--- src/rtl/hazard_if.sv ---
// Bundle between the pipeline control path and hazard_unit: stage instructions,
// branch/memory status in, stall/flush controls and the stall counter out.
interface hazard_if #(
  parameter int XLEN = 32,
  parameter int CNTW = 32
);
  logic            taken_branch;
  logic            mem_busy;
  logic [XLEN-1:0] if_id_instr;
  logic [XLEN-1:0] id_ex_instr;
  logic [XLEN-1:0] ex_mem_instr;
  logic [XLEN-1:0] mem_wb_instr;
  logic            stall_if;
  logic            stall_id;
  logic            stall_ex;
  logic            stall_mem;
  logic            flush_id;
  logic            flush_ex;
  logic [CNTW-1:0] stall_cycles;

  modport master (
    output taken_branch, mem_busy, if_id_instr, id_ex_instr, ex_mem_instr, mem_wb_instr,
    input  stall_if, stall_id, stall_ex, stall_mem, flush_id, flush_ex, stall_cycles
  );

  modport slave (
    input  taken_branch, mem_busy, if_id_instr, id_ex_instr, ex_mem_instr, mem_wb_instr,
    output stall_if, stall_id, stall_ex, stall_mem, flush_id, flush_ex, stall_cycles
  );
endinterface

--- src/rtl/hazard_unit.sv ---
// Pipeline hazard unit: load-use bubbles, branch flush, memory freeze, stall counter.
// Define HAZARD_FWD_EN when forwarding exists; otherwise every RAW match also stalls.
module hazard_unit #(
  parameter int XLEN     = 32,
  parameter int LOAD_LAT = 1,
  parameter int CNTW     = 32
) (
  input logic     clk,
  input logic     rst,
  hazard_if.slave hz
);
  localparam int CW = $clog2(LOAD_LAT + 1);

  localparam logic [6:0] OPC_LOAD   = 7'b0000011;
  localparam logic [6:0] OPC_OPIMM  = 7'b0010011;
  localparam logic [6:0] OPC_AUIPC  = 7'b0010111;
  localparam logic [6:0] OPC_STORE  = 7'b0100011;
  localparam logic [6:0] OPC_OP     = 7'b0110011;
  localparam logic [6:0] OPC_LUI    = 7'b0110111;
  localparam logic [6:0] OPC_BRANCH = 7'b1100011;
  localparam logic [6:0] OPC_JALR   = 7'b1100111;
  localparam logic [6:0] OPC_JAL    = 7'b1101111;

  typedef enum logic {RUN, LU_STALL} state_t;

  state_t          state_q, state_d;
  logic [CW-1:0]   cnt_q, cnt_d;
  logic [CNTW-1:0] stall_cycles_q, stall_cycles_d;
  logic            load_use;
  logic            raw_stall;
  logic            stall_front;
  logic            stall_back;
  logic            flush_id_o;
  logic            flush_ex_o;

  function automatic logic reads_rs1(input logic [XLEN-1:0] instr);
    case (instr[6:0])
      OPC_OP, OPC_OPIMM, OPC_LOAD, OPC_STORE, OPC_BRANCH, OPC_JALR: reads_rs1 = 1'b1;
      default:                                                      reads_rs1 = 1'b0;
    endcase
  endfunction

  function automatic logic reads_rs2(input logic [XLEN-1:0] instr);
    case (instr[6:0])
      OPC_OP, OPC_STORE, OPC_BRANCH: reads_rs2 = 1'b1;
      default:                       reads_rs2 = 1'b0;
    endcase
  endfunction

  function automatic logic writes_rd(input logic [XLEN-1:0] instr);
    case (instr[6:0])
      OPC_OP, OPC_OPIMM, OPC_LOAD, OPC_LUI, OPC_AUIPC, OPC_JAL, OPC_JALR: writes_rd = 1'b1;
      default:                                                            writes_rd = 1'b0;
    endcase
  endfunction

  // x0 never matches, and register fields an opcode does not use are ignored
  function automatic logic raw_match(input logic [XLEN-1:0] cons, input logic [XLEN-1:0] prod);
    logic [4:0] rd;
    rd = prod[11:7];
    raw_match = writes_rd(prod) && (rd != 5'd0) &&
                ((reads_rs1(cons) && (cons[19:15] == rd)) ||
                 (reads_rs2(cons) && (cons[24:20] == rd)));
  endfunction

  always_comb begin
    load_use = (hz.id_ex_instr[6:0] == OPC_LOAD) && raw_match(hz.if_id_instr, hz.id_ex_instr);
  end

`ifdef HAZARD_FWD_EN
  assign raw_stall = 1'b0;
`else
  assign raw_stall = raw_match(hz.if_id_instr, hz.id_ex_instr) |
                     raw_match(hz.if_id_instr, hz.ex_mem_instr) |
                     raw_match(hz.if_id_instr, hz.mem_wb_instr);
`endif

  always_ff @(posedge clk) begin
    if (!rst) begin
      state_q        <= RUN;
      cnt_q          <= '0;
      stall_cycles_q <= '0;
    end else begin
      state_q        <= state_d;
      cnt_q          <= cnt_d;
      stall_cycles_q <= stall_cycles_d;
    end
  end

  // The hazard cycle itself is the first bubble, so LU_STALL covers LOAD_LAT-1 more
  always_comb begin
    state_d = state_q;
    cnt_d   = cnt_q;
    if (hz.mem_busy) begin
      state_d = state_q;
      cnt_d   = cnt_q;
    end else if (hz.taken_branch) begin
      state_d = RUN;
      cnt_d   = '0;
    end else if (state_q == LU_STALL) begin
      cnt_d = cnt_q - CW'(1);
      if (cnt_q == CW'(1)) state_d = RUN;
    end else if (load_use && (LOAD_LAT > 1)) begin
      state_d = LU_STALL;
      cnt_d   = CW'(LOAD_LAT - 1);
    end
  end

  always_comb begin
    stall_front = 1'b0;
    stall_back  = 1'b0;
    flush_id_o  = 1'b0;
    flush_ex_o  = 1'b0;
    if (!rst) begin
      stall_front = 1'b0;
    end else if (hz.mem_busy) begin
      stall_front = 1'b1;
      stall_back  = 1'b1;
    end else if (hz.taken_branch) begin
      flush_id_o = 1'b1;
      flush_ex_o = 1'b1;
    end else if ((state_q == LU_STALL) || load_use || raw_stall) begin
      stall_front = 1'b1;
      flush_ex_o  = 1'b1;
    end
  end

  always_comb begin
    stall_cycles_d = stall_cycles_q;
    if (stall_front && (stall_cycles_q != '1)) stall_cycles_d = stall_cycles_q + CNTW'(1);
  end

  assign hz.stall_if     = stall_front;
  assign hz.stall_id     = stall_front;
  assign hz.stall_ex     = stall_back;
  assign hz.stall_mem    = stall_back;
  assign hz.flush_id     = flush_id_o;
  assign hz.flush_ex     = flush_ex_o;
  assign hz.stall_cycles = stall_cycles_q;
endmodule

--- src/flat_wrapper.sv ---
// flat-port wrapper written by rule: the top's interface ports become plain ports
module hazard_unit_flat 
#(
  parameter int XLEN     = 32,
  parameter int LOAD_LAT = 1,
  parameter int CNTW     = 32
)
  (clk, rst, hz_taken_branch, hz_mem_busy, hz_if_id_instr, hz_id_ex_instr, hz_ex_mem_instr, hz_mem_wb_instr, hz_stall_if, hz_stall_id, hz_stall_ex, hz_stall_mem, hz_flush_id, hz_flush_ex, hz_stall_cycles);
  hazard_if #(.XLEN(XLEN), .CNTW(CNTW)) hz_i ();
  input logic clk;
  input logic rst;
  input wire logic [$bits(hz_i.taken_branch)-1:0] hz_taken_branch;
  input wire logic [$bits(hz_i.mem_busy)-1:0] hz_mem_busy;
  input wire logic [$bits(hz_i.if_id_instr)-1:0] hz_if_id_instr;
  input wire logic [$bits(hz_i.id_ex_instr)-1:0] hz_id_ex_instr;
  input wire logic [$bits(hz_i.ex_mem_instr)-1:0] hz_ex_mem_instr;
  input wire logic [$bits(hz_i.mem_wb_instr)-1:0] hz_mem_wb_instr;
  output wire logic [$bits(hz_i.stall_if)-1:0] hz_stall_if;
  output wire logic [$bits(hz_i.stall_id)-1:0] hz_stall_id;
  output wire logic [$bits(hz_i.stall_ex)-1:0] hz_stall_ex;
  output wire logic [$bits(hz_i.stall_mem)-1:0] hz_stall_mem;
  output wire logic [$bits(hz_i.flush_id)-1:0] hz_flush_id;
  output wire logic [$bits(hz_i.flush_ex)-1:0] hz_flush_ex;
  output wire logic [$bits(hz_i.stall_cycles)-1:0] hz_stall_cycles;
  assign hz_i.taken_branch = hz_taken_branch;
  assign hz_i.mem_busy = hz_mem_busy;
  assign hz_i.if_id_instr = hz_if_id_instr;
  assign hz_i.id_ex_instr = hz_id_ex_instr;
  assign hz_i.ex_mem_instr = hz_ex_mem_instr;
  assign hz_i.mem_wb_instr = hz_mem_wb_instr;
  assign hz_stall_if = hz_i.stall_if;
  assign hz_stall_id = hz_i.stall_id;
  assign hz_stall_ex = hz_i.stall_ex;
  assign hz_stall_mem = hz_i.stall_mem;
  assign hz_flush_id = hz_i.flush_id;
  assign hz_flush_ex = hz_i.flush_ex;
  assign hz_stall_cycles = hz_i.stall_cycles;
  hazard_unit #(.XLEN(XLEN), .LOAD_LAT(LOAD_LAT), .CNTW(CNTW)) u_core (.clk(clk), .rst(rst), .hz(hz_i));
endmodule
--- config.mk ---
export PLATFORM = sky130hd
export DESIGN_NAME = hazard_unit_flat
export DESIGN_NICKNAME = d
export VERILOG_FILES = /design/src/rtl/hazard_if.sv /design/src/rtl/hazard_unit.sv /design/src/flat_wrapper.sv
export SDC_FILE = /design/constraint.sdc
export NUM_CORES = 1
export LEC_CHECK = 0
export ABC_CLOCK_PERIOD_IN_PS = 2300
export BUFFER_PORTS_ARGS = -buffer_cell sky130_fd_sc_hd__buf_4
export CORE_AREA = 2 2 84 86
export DETAILED_ROUTE_END_ITERATION = 7
export DIE_AREA = 0 0 86 88
export PLACE_DENSITY = 0.81
export SYNTH_ARGS = -nofsm -noshare
export SYNTH_HDL_FRONTEND = slang
export SYNTH_SLANG_ARGS = --single-unit
--- constraint.sdc ---
create_clock -name clk -period 2.3 [get_ports clk]
set_input_delay 0.115 -clock clk [delete_from_list [all_inputs] [get_ports clk]]
set_output_delay 0.115 -clock clk [all_outputs]
set_load 0.005 [all_outputs]
# Word-level counts from Yosys, hierarchy flattened
# Index checks and enable logic that the tools add are counted.
# W data, S select, Z words.
# totals
reg_bits	34
# op_classes
addsub	2
eq_ne	34
n_mux	22
bitwise	3
reduce_logical	29
# op_table
operator	count
$eq A7 B6 Y1 const B	8
$eq A7 B7 Y1 const B	8
$eq A7 B5 Y1 const B	7
$add A32 B1 Y32 const B	1
$ne A32 B32 Y1 const B	1
$eq A5 B5 Y1	6
$eq A7 B2 Y1 const B	4
$mux W1	22
$reduce_or A7 Y1	3
$reduce_bool A5 Y1	3
$logic_and A1 B1 Y1	14
$reduce_or A6 Y1	1
$logic_or A1 B1 Y1	5
$reduce_or A3 Y1	1
$or A1 B1 Y1	2
$reduce_and A2 Y1	1
$reduce_bool A2 Y1	1
$not A1 Y1	1
$sub A1 B1 Y1 const B	1

# Depth between registers and ports, before layout
# logic_depth
depth_word	14
ltp_mapped	9

# Worst setup path after synthesis
# Ideal clock, no wire load.
# synth_timing
path_type	input to register
startpoint	in hz_if_id_instr[2]
endpoint	reg u_core.stall_cycles_q[13] (netlist: u_core.hz.stall_cycles[13])
setup_ns	0.132
arrival_ns	2.190
setup_slack_ns	-0.022
cell_stages	9
n_path_buf	2
cell_sequence	or2_0 -> and2_1 -> or4_1 -> a221oi_2 -> o32ai_2 -> buf_6 -> buf_2 -> o41ai_1 -> a21oi_1
# synth_via
elab_chain_len	14
word_cells_on_any_way	32
cone_classes	eq/ne: 6; mux: 6; bitwise: 2; reduce/logical: 18
# synth_lines
element	line_no	text
start, declared	flat_wrapper.sv:14	input wire logic [$bits(hz_i.if_id_instr)-1:0] hz_if_id_instr;
$eq A7 B5 Y1 (tied with other cells)	hazard_unit.sv:37	case (instr[6:0])
$reduce_or A6 Y1 or $reduce_or A3 Y1 (tied branches)	hazard_unit.sv:37, hazard_unit.sv:44	
$mux W1, on equally long branches	hazard_unit.sv:37, hazard_unit.sv:44	
$logic_and A1 B1 Y1, on equally long branches	hazard_unit.sv:62, hazard_unit.sv:63	
$logic_or A1 B1 Y1	hazard_unit.sv:62	((reads_rs1(cons) && (cons[19:15] == rd)) ||
$logic_and A1 B1 Y1	hazard_unit.sv:61	raw_match = writes_rd(prod) && (rd != 5'd0) &&
$or A1 B1 Y1 or $logic_and A1 B1 Y1 (tied branches)	hazard_unit.sv:73, hazard_unit.sv:67	
$or A1 B1 Y1 or $logic_or A1 B1 Y1 (tied branches)	hazard_unit.sv:74, hazard_unit.sv:122	
$logic_or A1 B1 Y1 (*)	hazard_unit.sv:122	end else if ((state_q == LU_STALL) || load_use || raw_stall) begin
$mux W1 (*)	hazard_unit.sv:122	
$mux W1 (*)	hazard_unit.sv:119	end else if (hz.taken_branch) begin
$mux W1 (*)	hazard_unit.sv:116	end else if (hz.mem_busy) begin
$mux W1 (*)	hazard_unit.sv:114	if (!rst) begin
$logic_and A1 B1 Y1 (*)	hazard_unit.sv:130	if (stall_front && (stall_cycles_q != '1)) stall_cycles_d = stall_cycles_q + CNTW'(1);
end signal, assigned	hazard_unit.sv:86	stall_cycles_q <= stall_cycles_d;
end, declared	hazard_unit.sv:28	logic [CNTW-1:0] stall_cycles_q, stall_cycles_d;
# Mark *: on every way between the ends. The rest lies on a longest branch, timed or not.
# A chain may end at the register's enable or synchronous reset.

# Worst setup path after layout
# layout_timing
startpoint	in hz_if_id_instr[2]
endpoint	reg u_core.stall_cycles_q[18] (netlist: u_core.hz.stall_cycles[18])
# The elaborated chain is that of the path after synthesis.

==> flow_metrics.tcl <==
set metrics [dict create \
    status "complete, but fails checks" \
    violations "setup timing" \
    skew_ns 0.00483 \
    hold_path_depth 4 \
    power_density_nw_per_um2 332 \
    reg2regPathDepth 7 \
    grt_pass1_wl_um 13600 \
    htree_levels 2 \
    final.setup.tns_ns -0.469 \
    placed_area_um2 3650 \
    ys_seq_elements 34 \
    synth-async-reset-ratio_pct 0 \
    hp-class "input port to register" \
    clock_path_buffers 2 \
    grt_max_degree 40 \
    cts_tree "done" \
    vias 3112 \
    gp_congestion 0.890 \
    crit_path_end_kind "register" \
    peakVddDrop_mv 0.347 \
    yosys-top-cells-area "dfxtp_1 (28%), xor2_1 (6.4%), mux2i_1 (5.7%)" \
    synthesis.nets 439 \
    drc_errors 0 \
    wl_um 9200 \
    core_area_um2 6640 \
    post_drt_wl_per_cell_um 17.4 \
    post-synth-top-area-fraction_pct 27.7 \
    crit_path_start_kind "input port" \
    drt-vias-per-instance 5.89 \
    antenna_found_initial 0 \
    final_antenna_net_count 0 \
    fmax_ghz 0.417 \
    cts_root_buf "clkbuf_8" \
    synth_compound_area_share_pct 16.9 \
    die_h_um 88 \
    dp_hpwl_um 6550 \
    ctsHoldBuffers 0 \
    min_from "hz_taken_branch" \
    ys_types 50 \
    tightestPinTransition_ns 0.518 \
    synthSimpleGateAreaFrac_pct 33.7 \
    critPathRequiredTime_ns 2.45 \
    drt_iter0_markers 200 \
    worstPathMaxFanout 6 \
    fin_crit_sh_pct 104 \
    slew_viol_final 0 \
    initial_utilization_pct 37.0 \
    final_core_util_pct 60.1 \
    power_switching_mw 0.361 \
    syn_to_final_growth_pct 62.1 \
    die_width_um 86 \
    busiest_layer "met2" \
    synthXorXnorAreaFrac_pct 10.7 \
    grt-ovfl-total 0 \
    synth.most_common_cell "dfxtp_1" \
    comb_power_share_pct 23.0 \
    clk_pin_slew_worst_paths_ns 0.07 \
    dr.pass1.iters 7 \
    nets 581 \
    drive_gt1_share_pct 42.4 \
    hold-path-endpoint "u_core.cnt_q" \
    power_mw 1.33 \
    p_leak_nw 1.59 \
    layout_min_cycle_time_ns 2.40 \
    netlist_area_um2 2460 \
    insertion_delay_ns 0.29 \
    seqPwrFrac_pct 44.8 \
    hold_viol 0 \
    cap_viol_max_count 0 \
    synth_top_family_by_area "simple AND/OR/NAND/NOR gates" \
    syn_area_per_cell_um2 8.04 \
    rows 30 \
    synth.area.mux_share_pct 5.69 \
    worstPathArrival_ns 2.55 \
    use_met1_pct 25.8 \
    grt_usage_pct 22.5 \
    rrSetupSlack_ns 0 \
    setup_viol_count_final 15 \
    fin_hold_ws_ns 0.139 \
    synthCells 306 \
    r2r_end "u_core.hz.stall_cycles[24]" \
    r2r_start "u_core.hz.stall_cycles[18]" \
    internal_power_mw 0.965 \
    max_slew_margin_pct 65.4 \
    synthAdderAreaFrac_pct 0.508 \
    synth-edff-count 0 \
    grt_pass1_vias 2981 \
    fin_area_um2 3990 \
    rsz0062_at_grt "yes" \
    yosys-top-cells-count "dfxtp_1 (34), nand2_1 (33), nor4_1 (18), xor2_1 (18), mux2i_1 (14)" \
    yosysWarnings 0 \
    ys.flop_type "dfxtp_1" \
    use_met2_pct 40.2 \
    cts.sinks 34 \
    critPathKind "input port to register" \
    io-pin-count 170 \
    num_antenna_cells 0 \
    fin_ws_ns -0.0999 \
    io_buffers 94 \
    p_clk_share_pct 32.2 \
    yosysTopAreaCell "dfxtp_1" \
    numCtsBuffers 5 \
    power_switching_share_pct 27.2 \
    dieArea_um2 7570 \
    ys_seq_area_share_pct 27.7 \
    grt_util_met3_pct 5.00 \
]
## what timing repair did
| item | CTS | global route |
|---|---|---|
| pin swaps | 2 | 11 |
| cloned | 0 | 1 |
| gates resized for setup | 11 | 27 |
| endpoints found under the setup margin | 21 | 33 |
| setup buffers | 0 | 3 |
## worst max path at each step
stage / slack, ns / cells past startpoint / start / end
2_1_floorplan: -0.02 / 9 / hz_if_id_instr[2] / u_core.hz.stall_cycles[13]
3_3_place_gp: -0.31 / 10 / hz_if_id_instr[2] / u_core.hz.stall_cycles[25]
3_5_place_dp: -0.39 / 10 / hz_if_id_instr[2] / u_core.hz.stall_cycles[25]
4_1_cts: -0.03 / 11 / hz_if_id_instr[2] / u_core.hz.stall_cycles[31]
5_1_grt: -0.19 / 9 / hz_if_id_instr[2] / u_core.hz.stall_cycles[18]
6_report: -0.1 / 11 / hz_if_id_instr[2] / u_core.hz.stall_cycles[18]
## flip-flops by register name, summed over array words and instances (netlist names)
| name | cells |
|---|---|
| u_core.hz.stall_cycles | 32 |
| u_core.cnt_q | 1 |
| u_core.state_q | 1 |
## worst max-delay path, stage by stage
cell and delay [ns]:
buf_6 0.09, or2_1 0.23, and2_4 0.14, or4_4 0.52, a221oi_2 0.30, buf_4 0.18
o32ai_4 0.14, buf_12 0.17, buf_4 0.14, o311ai_1 0.34, o31ai_1 0.17
## power groups by stage
stage          logic [mW]  clock network [mW]  registers [mW]
2_1_floorplan       0.107                   0           0.608
3_3_place_gp        0.270                   0           0.606
3_5_place_dp        0.280                   0           0.607
4_1_cts             0.285               0.427           0.593
5_1_grt             0.328               0.447           0.593
6_report            0.305               0.427           0.593
## logic make-up (layout without fill, tap and decap cells)
kind of cell / Yosys count / after routing
buf+inv: 27 / 169
fa+ha+maj: 1 / 1
compound gates: 55 / 55
flops: 34 / 34
xor+xnor: 30 / 30
simple gates: 145 / 145
mux: 14 / 14
## layer usage
metal / wire (um) / vias up
li1: - / 1435
met1: 3420 / 1454
met2: 4600 / 180
met3: 792 / 43
met4: 393 / 0
met5: 0 / -
## cell type report
cell class                      instances  area [um2]
Fill cell                             521        2650
Multi-Input combinational cell        245        1900
Timing Repair Buffer                  153        1200
Sequential cell                        34         681
Tap cell                               80         100
Clock buffer                            7        76.3
Inverter                                9        33.8
## cell usage in the layout, fill, tap and decap left out, types with 3 or more instances in the layout
master / synthesis / layout
nor3_1: 8 / 7
xnor2_1: 12 / 12
or3_1: 5 / 4
nor2_1: 13 / 12
and2_1: 6 / 5
nor4_1: 18 / 3
o31ai_1: 9 / 9
nand3_1: 13 / 13
buf_6: 1 / 3
a21oi_1: 10 / 10
nand2_1: 33 / 33
dfxtp_1: 34 / 34
or4_4: 0 / 3
buf_4: 2 / 147
o311ai_0: 5 / 3
mux2i_1: 14 / 14
clkbuf_8: 0 / 5
nor4_2: 1 / 9
or4b_1: 5 / 5
nand4_1: 12 / 12
inv_1: 9 / 9
nand4b_1: 3 / 3
nor4_4: 0 / 7
o211ai_1: 4 / 4
o21ai_0: 8 / 8
xor2_1: 18 / 18
nand2b_1: 13 / 13
or4_1: 7 / 4
o311ai_1: 1 / 3
o41ai_1: 5 / 4
## metrics by stage
| stage | instances | worst slack (ns) |
|---|---|---|
| global placement | 518 | -0.314 |
| floorplan | 306 | -0.0193 |
| CTS | 525 | -0.0298 |
| finish | 528 | -0.0999 |
| global route | 528 | -0.186 |
| detailed placement | 518 | -0.395 |
(Power assumes the default switching activity.)
